--- src/rtl/ram_arbiter_if.sv ---
// Bus bundle between the RAM arbiter, its two requesters and the shared single-port RAM.
// slave = arbiter side, master = requesters plus RAM side.
interface ram_arbiter_if #(
    parameter int Width       = 8,
    parameter int AddressSize = 4
);
    logic                   req0;
    logic                   req1;
    logic                   we0;
    logic                   we1;
    logic [AddressSize-1:0] addr0;
    logic [AddressSize-1:0] addr1;
    logic [Width-1:0]       D0;
    logic [Width-1:0]       D1;
    logic                   ack0;
    logic                   ack1;
    logic [Width-1:0]       Q0;
    logic [Width-1:0]       Q1;
    logic                   busy;
    logic                   ram_we;
    logic [AddressSize-1:0] ram_addr;
    logic [Width-1:0]       ram_D;
    logic [Width-1:0]       ram_Q;

    modport slave (
        input  req0, req1, we0, we1, addr0, addr1, D0, D1, ram_Q,
        output ack0, ack1, Q0, Q1, busy, ram_we, ram_addr, ram_D
    );

    modport master (
        output req0, req1, we0, we1, addr0, addr1, D0, D1, ram_Q,
        input  ack0, ack1, Q0, Q1, busy, ram_we, ram_addr, ram_D
    );
endinterface

--- src/rtl/ram_arbiter.sv ---
// Two-requester arbiter for a shared single-port RAM; each access takes IDLE -> SERVE -> ACK.
// Define RAM_ARBITER_ROUND_ROBIN_EN for round-robin on simultaneous requests; default is fixed priority to requester 0.
module ram_arbiter #(
    parameter int Width       = 8,
    parameter int AddressSize = 4
) (
    input  logic         clk,
    input  logic         rst,
    ram_arbiter_if.slave bus
);
    // state | meaning
    // IDLE  | waiting for a request; owner keeps the previous grant
    // SERVE | RAM access for owner, write strobe active this cycle
    // ACK   | one-cycle ack to owner, read data already in Q

    typedef enum logic [1:0] {
        IDLE  = 2'd0,
        SERVE = 2'd1,
        ACK   = 2'd2
    } state_t;

    state_t           state_q, state_d;
    logic             owner_q, owner_d;
    logic             ack0_q, ack0_d;
    logic             ack1_q, ack1_d;
    logic [Width-1:0] q0_q, q0_d;
    logic [Width-1:0] q1_q, q1_d;
    logic             winner;
    logic             owner_we;

`ifdef RAM_ARBITER_ROUND_ROBIN_EN
    // Holds the requester favoured on the next tie, i.e. the inverse of the last grant.
    logic rr_ptr_q, rr_ptr_d;
    assign winner = (bus.req0 && bus.req1) ? rr_ptr_q : ~bus.req0;
`else
    assign winner = ~bus.req0;
`endif

    assign owner_we = owner_q ? bus.we1 : bus.we0;

    always_ff @(posedge clk) begin
        if (rst) begin
            state_q  <= IDLE;
            owner_q  <= 1'b0;
            ack0_q   <= 1'b0;
            ack1_q   <= 1'b0;
            q0_q     <= '0;
            q1_q     <= '0;
`ifdef RAM_ARBITER_ROUND_ROBIN_EN
            rr_ptr_q <= 1'b0;
`endif
        end else begin
            state_q  <= state_d;
            owner_q  <= owner_d;
            ack0_q   <= ack0_d;
            ack1_q   <= ack1_d;
            q0_q     <= q0_d;
            q1_q     <= q1_d;
`ifdef RAM_ARBITER_ROUND_ROBIN_EN
            rr_ptr_q <= rr_ptr_d;
`endif
        end
    end

    always_comb begin
        state_d  = state_q;
        owner_d  = owner_q;
        ack0_d   = 1'b0;
        ack1_d   = 1'b0;
        q0_d     = q0_q;
        q1_d     = q1_q;
`ifdef RAM_ARBITER_ROUND_ROBIN_EN
        rr_ptr_d = rr_ptr_q;
`endif
        case (state_q)
            IDLE: begin
                if (bus.req0 || bus.req1) begin
                    state_d  = SERVE;
                    owner_d  = winner;
`ifdef RAM_ARBITER_ROUND_ROBIN_EN
                    rr_ptr_d = ~winner;
`endif
                end
            end
            SERVE: begin
                state_d = ACK;
                ack0_d  = ~owner_q;
                ack1_d  = owner_q;
                if (!owner_we) begin
                    if (owner_q) q1_d = bus.ram_Q;
                    else         q0_d = bus.ram_Q;
                end
            end
            ACK:     state_d = IDLE;
            default: state_d = IDLE;
        endcase
    end

    always_comb begin
        bus.busy     = (state_q != IDLE);
        // rst gates the strobe directly so a reset landing in SERVE never commits a write.
        bus.ram_we   = (state_q == SERVE) && owner_we && !rst;
        bus.ram_addr = owner_q ? bus.addr1 : bus.addr0;
        bus.ram_D    = owner_q ? bus.D1 : bus.D0;
        bus.ack0     = ack0_q;
        bus.ack1     = ack1_q;
        bus.Q0       = q0_q;
        bus.Q1       = q1_q;
    end
endmodule

--- src/flat_wrapper.sv ---
// flat-port wrapper written by rule: the top's interface ports become plain ports
module ram_arbiter_flat 
#(
    parameter int Width       = 8,
    parameter int AddressSize = 4
)
  (clk, rst, bus_req0, bus_req1, bus_we0, bus_we1, bus_addr0, bus_addr1, bus_D0, bus_D1, bus_ram_Q, bus_ack0, bus_ack1, bus_Q0, bus_Q1, bus_busy, bus_ram_we, bus_ram_addr, bus_ram_D);
  ram_arbiter_if #(.Width(Width), .AddressSize(AddressSize)) bus_i ();
  input  logic clk;
  input  logic rst;
  input wire logic [$bits(bus_i.req0)-1:0] bus_req0;
  input wire logic [$bits(bus_i.req1)-1:0] bus_req1;
  input wire logic [$bits(bus_i.we0)-1:0] bus_we0;
  input wire logic [$bits(bus_i.we1)-1:0] bus_we1;
  input wire logic [$bits(bus_i.addr0)-1:0] bus_addr0;
  input wire logic [$bits(bus_i.addr1)-1:0] bus_addr1;
  input wire logic [$bits(bus_i.D0)-1:0] bus_D0;
  input wire logic [$bits(bus_i.D1)-1:0] bus_D1;
  input wire logic [$bits(bus_i.ram_Q)-1:0] bus_ram_Q;
  output wire logic [$bits(bus_i.ack0)-1:0] bus_ack0;
  output wire logic [$bits(bus_i.ack1)-1:0] bus_ack1;
  output wire logic [$bits(bus_i.Q0)-1:0] bus_Q0;
  output wire logic [$bits(bus_i.Q1)-1:0] bus_Q1;
  output wire logic [$bits(bus_i.busy)-1:0] bus_busy;
  output wire logic [$bits(bus_i.ram_we)-1:0] bus_ram_we;
  output wire logic [$bits(bus_i.ram_addr)-1:0] bus_ram_addr;
  output wire logic [$bits(bus_i.ram_D)-1:0] bus_ram_D;
  assign bus_i.req0 = bus_req0;
  assign bus_i.req1 = bus_req1;
  assign bus_i.we0 = bus_we0;
  assign bus_i.we1 = bus_we1;
  assign bus_i.addr0 = bus_addr0;
  assign bus_i.addr1 = bus_addr1;
  assign bus_i.D0 = bus_D0;
  assign bus_i.D1 = bus_D1;
  assign bus_i.ram_Q = bus_ram_Q;
  assign bus_ack0 = bus_i.ack0;
  assign bus_ack1 = bus_i.ack1;
  assign bus_Q0 = bus_i.Q0;
  assign bus_Q1 = bus_i.Q1;
  assign bus_busy = bus_i.busy;
  assign bus_ram_we = bus_i.ram_we;
  assign bus_ram_addr = bus_i.ram_addr;
  assign bus_ram_D = bus_i.ram_D;
  ram_arbiter #(.Width(Width), .AddressSize(AddressSize)) u_core (.clk(clk), .rst(rst), .bus(bus_i));
endmodule
--- config.mk ---
export PLATFORM = sky130hd
export DESIGN_NAME = ram_arbiter_flat
export DESIGN_NICKNAME = d
export VERILOG_FILES = /design/src/rtl/ram_arbiter_if.sv /design/src/rtl/ram_arbiter.sv /design/src/flat_wrapper.sv
export SDC_FILE = /design/constraint.sdc
export NUM_CORES = 1
export LEC_CHECK = 0
export ABC_CLOCK_PERIOD_IN_PS = 1800
export CAP_MARGIN = 40
export CORE_MARGIN = 3
export CORE_UTILIZATION = 35
export CTS_CLUSTER_DIAMETER = 200
export DETAILED_ROUTE_END_ITERATION = 16
export GPL_ROUTABILITY_DRIVEN = 0
export GPL_TIMING_DRIVEN = 0
export PLACE_DENSITY = 0.79
export SYNTH_ARGS = -nofsm -noshare
export SYNTH_HDL_FRONTEND = slang
export SYNTH_SLANG_ARGS = --single-unit
--- constraint.sdc ---
create_clock -name clk -period 1.8 [get_ports clk]
set_clock_uncertainty 0.2 [all_clocks]
set_input_delay 0.36 -clock clk [delete_from_list [all_inputs] [get_ports clk]]
set_output_delay 0.36 -clock clk [all_outputs]
set_load 0.02 [all_outputs]
## Yosys cells after proc, flatten, opt, wreduce, memory -nomap -nowiden

Index checks and enable logic that the tools add are counted.
W data, S select, Z words.

- Eq/ne operators: 2
- Muxes and demuxes: 5
- Bitwise operators: 4
- Reductions and logical operators: 10

Operator list:

| operator | number |
|---|---|
| $mux W8 | 1 |
| $reduce_and A3 Y1 | 2 |
| $mux W4 | 1 |
| $not A1 Y1 | 4 |
| $pmux W2 S2 | 1 |
| $eq A2 B1 Y1 const B | 1 |
| $logic_and A1 B1 Y1 | 2 |
| $logic_not A2 Y1 | 1 |
| $mux W2 | 1 |
| $ne A2 B1 Y1 const B | 1 |
| $reduce_and A2 Y1 | 1 |
| $reduce_bool A2 Y1 | 1 |
| $reduce_or A2 Y1 | 1 |
| $logic_not A1 Y1 | 1 |
| $logic_or A1 B1 Y1 | 1 |
| $mux W1 | 1 |

- Register bits after elaboration: 21

## Longest topological paths before layout

Gate-level depths: netlist (run 1).

- Word-level depth: 3
- Gate-level depth with buffers: 4
- Gate-level depth less buffers: 3

## Worst setup path after synthesis (run 1)

Ideal clock, no wire load.

- Kind: flip-flop to output port
- Start point: register u_core.state_q[1]
- End point: output bus_ram_we
- Arrival: 1.096 ns
- Required time: 1.240 ns
- Slack: 0.144 ns
- Cell stages (with the launch flop): 3
- Buffers on the path: 0
- Cells stage by stage: dfxtp_1 > or3b_1 > nor2_1

- Word-level cells in the longest chain between the ends: 3

Ends and longest elaborated chain:

| item | line | source |
|---|---|---|
| start, declared | ram_arbiter.sv:22 | `state_t state_q, state_d;` |
| start signal, assigned | ram_arbiter.sv:53 | `state_q <= state_d;` |
| $eq A2 B1 Y1 | ram_arbiter.sv:102 | `bus.ram_we = (state_q == SERVE) && owner_we && !rst;` |
| $logic_and A1 B1 Y1 (2 in a row) | ram_arbiter.sv:102 |  |
| end, declared | flat_wrapper.sv:25 | `output wire logic [$bits(bus_i.ram_we)-1:0] bus_ram_we;` |

No other way between the ends.

## Worst setup path in the final report (run 1)

- Start point: input bus_we0
- End point: output bus_ram_we

- Word-level cells in the longest chain between the ends: 3

Ends and longest elaborated chain:

| item | line | source |
|---|---|---|
| start, declared | flat_wrapper.sv:13 | `input wire logic [$bits(bus_i.we0)-1:0] bus_we0;` |
| $mux W1 | ram_arbiter.sv:39 | `assign owner_we = owner_q ? bus.we1 : bus.we0;` |
| $logic_and A1 B1 Y1 (2 in a row) | ram_arbiter.sv:102 |  |

No other way between the ends.

==> results of run 1 <==
-- worst max-delay path, delay by kind of cell --
kind          cells  cell delay [ps]
buf+inv           2              740
mux               1              120
simple gates      1              120
-- logic make-up (layout without fill, tap and decap cells) --
kind of cell,Yosys count,count (layout),synth area share [%]
AND/OR/NAND/NOR,36,36,24.1
flip-flops,21,21,40.5
multiplexers,29,29,29.4
AO/OA/AOI/OAI,1,1,0.844
buffers and inverters,10,92,5.18
-- where the power goes --
part	internal (mW)	leakage (nW)	switching, mW	total, mW
Sequential	0.480	0.172	0.0137	0.494
Combinational	0.233	0.719	0.149	0.382
Clock	0.0831	0.0177	0.150	0.233
-- layout make-up --
type	instances	area, sq um	share of cell area [%]
timing repair buffer	79	761	39.2
multi-input combinational	66	628	32.4
sequential	21	432	22.3
buffer	6	41.3	2.13
tap	31	38.8	2.00
clock buffer	3	22.5	1.16
inverter	3	11.3	0.581
clock inverter	1	5.00	0.258
-- flip-flops by register name (all words and copies together), names as in the netlist --
signal and flops:
u_core.bus.ack0 1, u_core.state_q 2, u_core.bus.ack1 1, u_core.bus.Q1 8
u_core.bus.Q0 8, u_core.owner_q 1
-- synth_stat cells (2+ instances only) --
| library cell | instances | area (sq um) |
|---|---|---|
| inv_1 | 3 | 11.3 |
| or3b_1 | 2 | 17.5 |
| mux2i_1 | 17 | 170 |
| nand2b_1 | 24 | 150 |
| clkbuf_1 | 4 | 15.0 |
| buf_6 | 2 | 22.5 |
| nor2_1 | 5 | 18.8 |
| mux2_2 | 12 | 135 |
| dfxtp_1 | 21 | 420 |
-- routing by layer --
layer | up-vias | GRT usage [%] | wire [um]
met5 | - | 0 | 0
met4 | 0 | 6.50 | 38
met3 | 5 | 2.13 | 150
met2 | 28 | 31.6 | 1800
met1 | 464 | 20.6 | 1230
li1 | 497 | - | -
-- repair_timing --
| action | CTS | global route |
|---|---|---|
| gates cloned | 0 | 1 |
| pin swaps | 0 | 2 |
| hold buffers | 0 | 0 |
| buffers inserted | 6 | 3 |
| resized for setup | 93 | 32 |
| endpoints found under the setup margin | 32 | 15 |
-- how the worst max path moves through the flow --
stage	startpoint	to	slack (ps)	cells past startpoint
final	bus_we0	bus_ram_we	-100	4
after CTS	u_core.owner_q	bus_ram_D[4]	-150	4
after global placement	rst	bus_ram_we	-870	4
after global routing	u_core.owner_q	bus_ram_D[4]	-130	3
after floorplan	u_core.state_q[1]	bus_ram_we	140	2
after detailed placement	rst	bus_ram_we	-870	4
-- through the flow --
| step | power (mW) | utilization (%) | setup WS, ps | hold WS [ps] |
|---|---|---|---|---|
| after floorplan | 0.654 | - | 144 | 271 |
| after global placement | 0.825 | 63.6 | -874 | 260 |
| after detailed placement | 0.830 | 63.6 | -869 | 267 |
| after CTS | 1.06 | 65.1 | -146 | 289 |
| after global routing | 1.16 | 69.7 | -131 | 278 |
| final | 1.11 | 69.7 | -96.0 | 252 |
==> impl_results.md, run 1 <==
* Die Span Y at 60.5 um
* Static Leak at 0.910 nW
* Relative slew slack at between 70% and 80%
* Predominant post-synthesis flop cell: dfxtp_1
* Hold EP: u_core.bus.Q1[5]
* DP Area at 1770 sq um
* Crit path kind: input port to output pin
* Leading cell type in the layout, fill and taps excluded: clkdlybuf4s50_1
* Synth async-reset ratio at 0%
* Row Count at 19
* Post-synth EDFFs at 0
* Clock Path Buffers at 2
* Reg2Reg Depth at 5
* Avg Inst Size Synth at approximately 11 sq um
* Netlist cell types at 16
* CTS sink cnt at 21
* Maximum vdd drop at 496 uV
* Post-Layout Inst Area at 1940 sq um
* Crit-path max cell delay at 620 ps
* Die W at 60.5 um
* WHS Path Cells at 3
* Worst skew pair latency at between 300 and 400 ps
* Top Ports at 70
* DR vias/cell at 4.73
* Worst-path fanout max at 3
* Slowest-stage cell, CP: clkdlybuf4s50_1
* Syn nets at 135
* Fin crit share at 105%
* DRT Pass-1 Iters at 4
* # fillers at approximately 210
* Routed len/inst at between 15 and 20 um
* Via count at 994
* Share of cells above drive strength 1 at ~28%
* Worst r2r src: u_core.owner_q
* I/O Buffers at 69
* Initial Util at 37.3%
* Post-DP HPWL at between 2000 and 2500 um
* Residual DRC at 0
* Clock H-tree levels at 1
* Gr usage total at between 10% and 20%
* Hold Crit Start: rst
* Area growth syn-to-layout at 86.7%
* Most frequent cells in the layout: 36 x clkdlybuf4s50_1, 24 x nand2b_1, 18 x dlygate4sd2_1, 18 x dfxtp_1, 16 x mux2i_1
* Antenna viol nets, final at 0
* Fin Setup TNS at -872 ps
* Hold Crit Class: input port to register
* Total inserted antenna cells at 0
* Antenna violations before repair at 0
* Final worst-path setup slack at -96.0 ps
* Core footprint at 2780 sq um
* CTS tree: built
* Final Setup Violations at 12
* Final Max Slew Viols at 0
* Final wirelength at 3210 um
* Cells after synthesis at 97
* Worst-margin pin slew at between 300 and 400 ps
* CP Capture Type: output pin
* RSZ-0062 raised after global routing: yes
* Vias in the first global route at between 1000 and 1500
* Max Clk Rate at 527 MHz
* Worst-path cell chain: clkdlybuf4s50_1 -> mux2i_4 -> nor2_4 -> buf_6
* Final hold vios at 0
* 1st-iter DRT viols at 28
* Number of synthesized register bits at 21
* Post-route non-filler standard cell count at 210
* YS warnings at 0
* Failing checks: setup timing
* Register area share after synthesis at around two fifths
* Reg2Reg Setup Slack at approximately 80 ps
* Cell count after placement at 197
* Final nets at 218
* Req. time, crit path at 1240 ps
* Num CTS Buffers at 3
* DIE AREA at 3660 sq um
* Crit path time final at 1900 ps
* CTS root buf: clkbuf_4
* Max Cap Violations at 0
* Reg clk slew, reported paths at approximately 110 ps
* FF-to-FF End: u_core.bus.Q0[0]
* Largest net degree at the start of global routing at 13
* GR Overflow Total at 0
* Startpoint types: input port
* Power Density at ~570 nW/um^2
* Cell area after synthesis at 1040 sq um
* First-pass GRT wire length at 4690 um
* Status: complete, but fails checks
* CP arrival at 1340 ps
(Power assumes the default switching activity.)
==> run 2, diff against run 1 <==
--- a/config.mk
+++ b/config.mk
@@ -5,15 +5,15 @@
 export SDC_FILE = /design/constraint.sdc
 export NUM_CORES = 1
 export LEC_CHECK = 0
-export ABC_CLOCK_PERIOD_IN_PS = 1800
+export ABC_CLOCK_PERIOD_IN_PS = 2200
 export CAP_MARGIN = 40
 export CORE_MARGIN = 3
-export CORE_UTILIZATION = 35
+export CORE_UTILIZATION = 38
 export CTS_CLUSTER_DIAMETER = 200
 export DETAILED_ROUTE_END_ITERATION = 16
 export GPL_ROUTABILITY_DRIVEN = 0
 export GPL_TIMING_DRIVEN = 0
-export PLACE_DENSITY = 0.79
+export PLACE_DENSITY = 0.85
 export SYNTH_ARGS = -nofsm -noshare
 export SYNTH_HDL_FRONTEND = slang
 export SYNTH_SLANG_ARGS = --single-unit
==> constraint.sdc (replaced) <==
create_clock -name clk -period 2.2 [get_ports clk]
set_clock_uncertainty 0.2 [all_clocks]
set_input_delay 0.44 -clock clk [delete_from_list [all_inputs] [get_ports clk]]
set_output_delay 0.44 -clock clk [all_outputs]
set_load 0.02 [all_outputs]
==> run 2 against run 1 <==
The run now ends clean. Sequential power is 18% lower. Largest cell class unchanged. Non-clock buffer count decreased by 8. Critical endpoint unchanged. Critical path depth stayed put. Combinational power is 33% lower.
==> impl_results.md, run 2 (synthesized netlist as in run 1, its figures left out) <==
* Power Density at 482 nW/um^2
* GR Overflow Total at 0
* Max Clk Rate at 469 MHz
* Final core utilization at 69.9%
* CTS tree: built
* RSZ-0062 raised after global routing: no
* Reg power frac at a little under half
* Critical Path Sink: bus_ram_we
* I/O Buffers at just under 70
* Worst r2r src: u_core.owner_q
* Final hold vios at 0
* Worst skew pair latency at 320 ps
* Pre-CTS WS at -671 ps
* 1st-iter DRT viols at 20
* Final Max Slew Viols at 0
* Worst-path fanout max at 9
* Die W at between 50 and 60 um
* Leading cell type in the layout, fill and taps excluded: clkdlybuf4s50_1
* CTS Hold Bufs at 0
* CTS sink cnt at 21
* Largest net degree at the start of global routing at 14
* Critical Path Source: rst
* Share of cells above drive strength 1 at 19.9%
* CP arrival at ~1500 ps
* Reg2Reg Setup Slack at 510 ps
* Post-DP HPWL at 2500 um
* First-pass GRT wire length at 4970 um
* Final Setup Violations at 0
* Fin crit share at 96.8%
* Worst-margin pin slew at 416 ps
* Routed len/inst at 15.3 um
* DR vias/cell at about 4.7
* Multi-input gate area at between 500 and 600 sq um
* Reg2Reg Depth at 5
* Worst path buffer plus inverter count at 2
* Int Pwr at 613 uW
* Max Cap Violations at 0
* Worst-path cell chain: dlygate4sd2_1 -> or3b_4 -> nor2_1 -> buf_4
* Static Leak at 0.729 nW
* Fin Setup TNS at 0 ps
* FF-to-FF End: u_core.bus.Q0[6]
* # fillers at about 210
* Area growth syn-to-layout at 71.2%
* Vias in the first global route at approximately 1100
* Startpoint types: input port
* CTS root buf: clkbuf_4
* Antenna viol nets, final at 0
* Reg clk slew, reported paths at 110 ps
* CP Capture Type: output pin
* Row Count at 18
* Most frequent cells in the layout: 54 x clkdlybuf4s50_1, 24 x nand2b_1, 18 x dfxtp_1, 17 x mux2i_1, 12 x mux2_2
* Final worst-path setup slack at around 70 ps
* Clock H-tree levels at 1
* Core footprint at 2540 sq um
* Clock share of power at 23.0%
* DIE AREA at 3400 sq um
* Crit-path max cell delay at 430 ps
* Maximum vdd drop at 418 uV
* Antenna violations before repair at 0
* Final nets at 210
* Hold Crit Class: register to register
* Clock Path Buffers at 2
* WP depth at 4
* Switch share at 28.5%
* Relative slew slack at between 70 and 80%
* DRT Pass-1 Iters at 4
* Crit path kind: input port to output pin
* CP delay by family, top: simple AND/OR/NAND/NOR gates
* Initial Util at 40.8%
* Die Span Y at 58.3 um
* Residual DRC at 0
* Crit path time final at 2130 ps
* Req. time, crit path at 1560 ps
* Comb power frac at 29.9%
* Gr usage total at approximately a fifth
* Via count at 938
* Sequential Area at 424 sq um
* Status: complete, no violations
* Pwr Total at 858 uW
* Slowest-stage cell, CP: or3b_4
* Net Switching at 244 uW
* Final wirelength at 3080 um
* Num CTS Buffers at 3
* Total inserted antenna cells at 0
* Top Ports at 70
* Worst hold margin at 282 ps
[run 2: changes by cell type in the layout (fill, tap and decap cells not counted), sizes merged]
| cell | change |
|---|---|
| clkdlybuf4s50 | +18 |
| clkinvlp | +1 |
| clkbuf | -3 |
| clkinv | -1 |
| dlymetal6s2s | +1 |
| dlygate4sd2 | -12 |
| buf | -12 |
[run 2: how the worst min path moves through the flow]
stage                           from               end  slack [ps]  depth (start not counted)
floorplan           u_core.bus.Q0[3]  u_core.bus.Q0[3]         350                          2
global placement    u_core.bus.Q1[6]  u_core.bus.Q1[6]         260                          2
detailed placement  u_core.bus.Q1[5]  u_core.bus.Q1[5]         270                          2
CTS                 u_core.bus.Q1[5]  u_core.bus.Q1[5]         290                          2
global route        u_core.bus.Q0[3]  u_core.bus.Q0[3]         310                          2
finish              u_core.bus.Q1[6]  u_core.bus.Q1[6]         280                          2
[run 2: routing by layer]
metal	share of wire, %	global-route usage [%]	vias to the layer above	wire length (um)
li1	-	-	474	-
met1	40	21.1	428	1230
met2	54	36.4	29	1660
met3	4.5	4.90	7	140
met4	1.5	5.96	0	45
met5	0	0	-	0
[run 2: layout make-up]
class	count	share of cell area, %
multi-input cells	66	31.9
inverters	3	0.633
clock buffers	3	1.27
flip-flops and latches	21	23.9
repair buffers	70	36.9
well taps	30	2.11
plain buffers	7	2.96
clock inverters	1	0.422
[run 2: what timing repair did]
action	4_1_cts	5_1_grt
buffers inserted	1	0
endpoints found under the hold margin	0	0
pin swaps	0	0
gates resized for setup	36	11
setup endpoints to repair	14	8
[run 2: worst min-delay path, delay by kind of cell (launching register included)]
| family | cells | cell delay (ps) |
|---|---|---|
| AND/OR/NAND/NOR | 1 | 60 |
| multiplexers | 1 | 50 |
| flip-flops | 1 | 330 |
[run 2: power by group through the flow]
stage	Clock (mW)	Sequential (mW)	Combinational (mW)
6_report	0.197	0.405	0.256
5_1_grt	0.212	0.407	0.272
4_1_cts	0.200	0.404	0.266
3_5_place_dp	0	0.412	0.269
3_3_place_gp	0	0.411	0.264
2_1_floorplan	0	0.421	0.114
[run 2: per-stage QoR]
step / cells / cell area (sq um)
3_5_place_dp: 196 / 1770
3_3_place_gp: 196 / 1770
2_1_floorplan: 97 / 1040
4_1_cts: 201 / 1810
6_report: 201 / 1780
5_1_grt: 201 / 1780
==> run 3, diff against run 2 <==
--- a/config.mk
+++ b/config.mk
@@ -9,9 +9,8 @@
 export CAP_MARGIN = 40
 export CORE_MARGIN = 3
 export CORE_UTILIZATION = 38
-export CTS_CLUSTER_DIAMETER = 200
+export CTS_CLUSTER_DIAMETER = 30
 export DETAILED_ROUTE_END_ITERATION = 16
-export GPL_ROUTABILITY_DRIVEN = 0
 export GPL_TIMING_DRIVEN = 0
 export PLACE_DENSITY = 0.85
 export SYNTH_ARGS = -nofsm -noshare
==> results of run 3 <==
Final layout, timing and power as in run 2 (identical DEF).
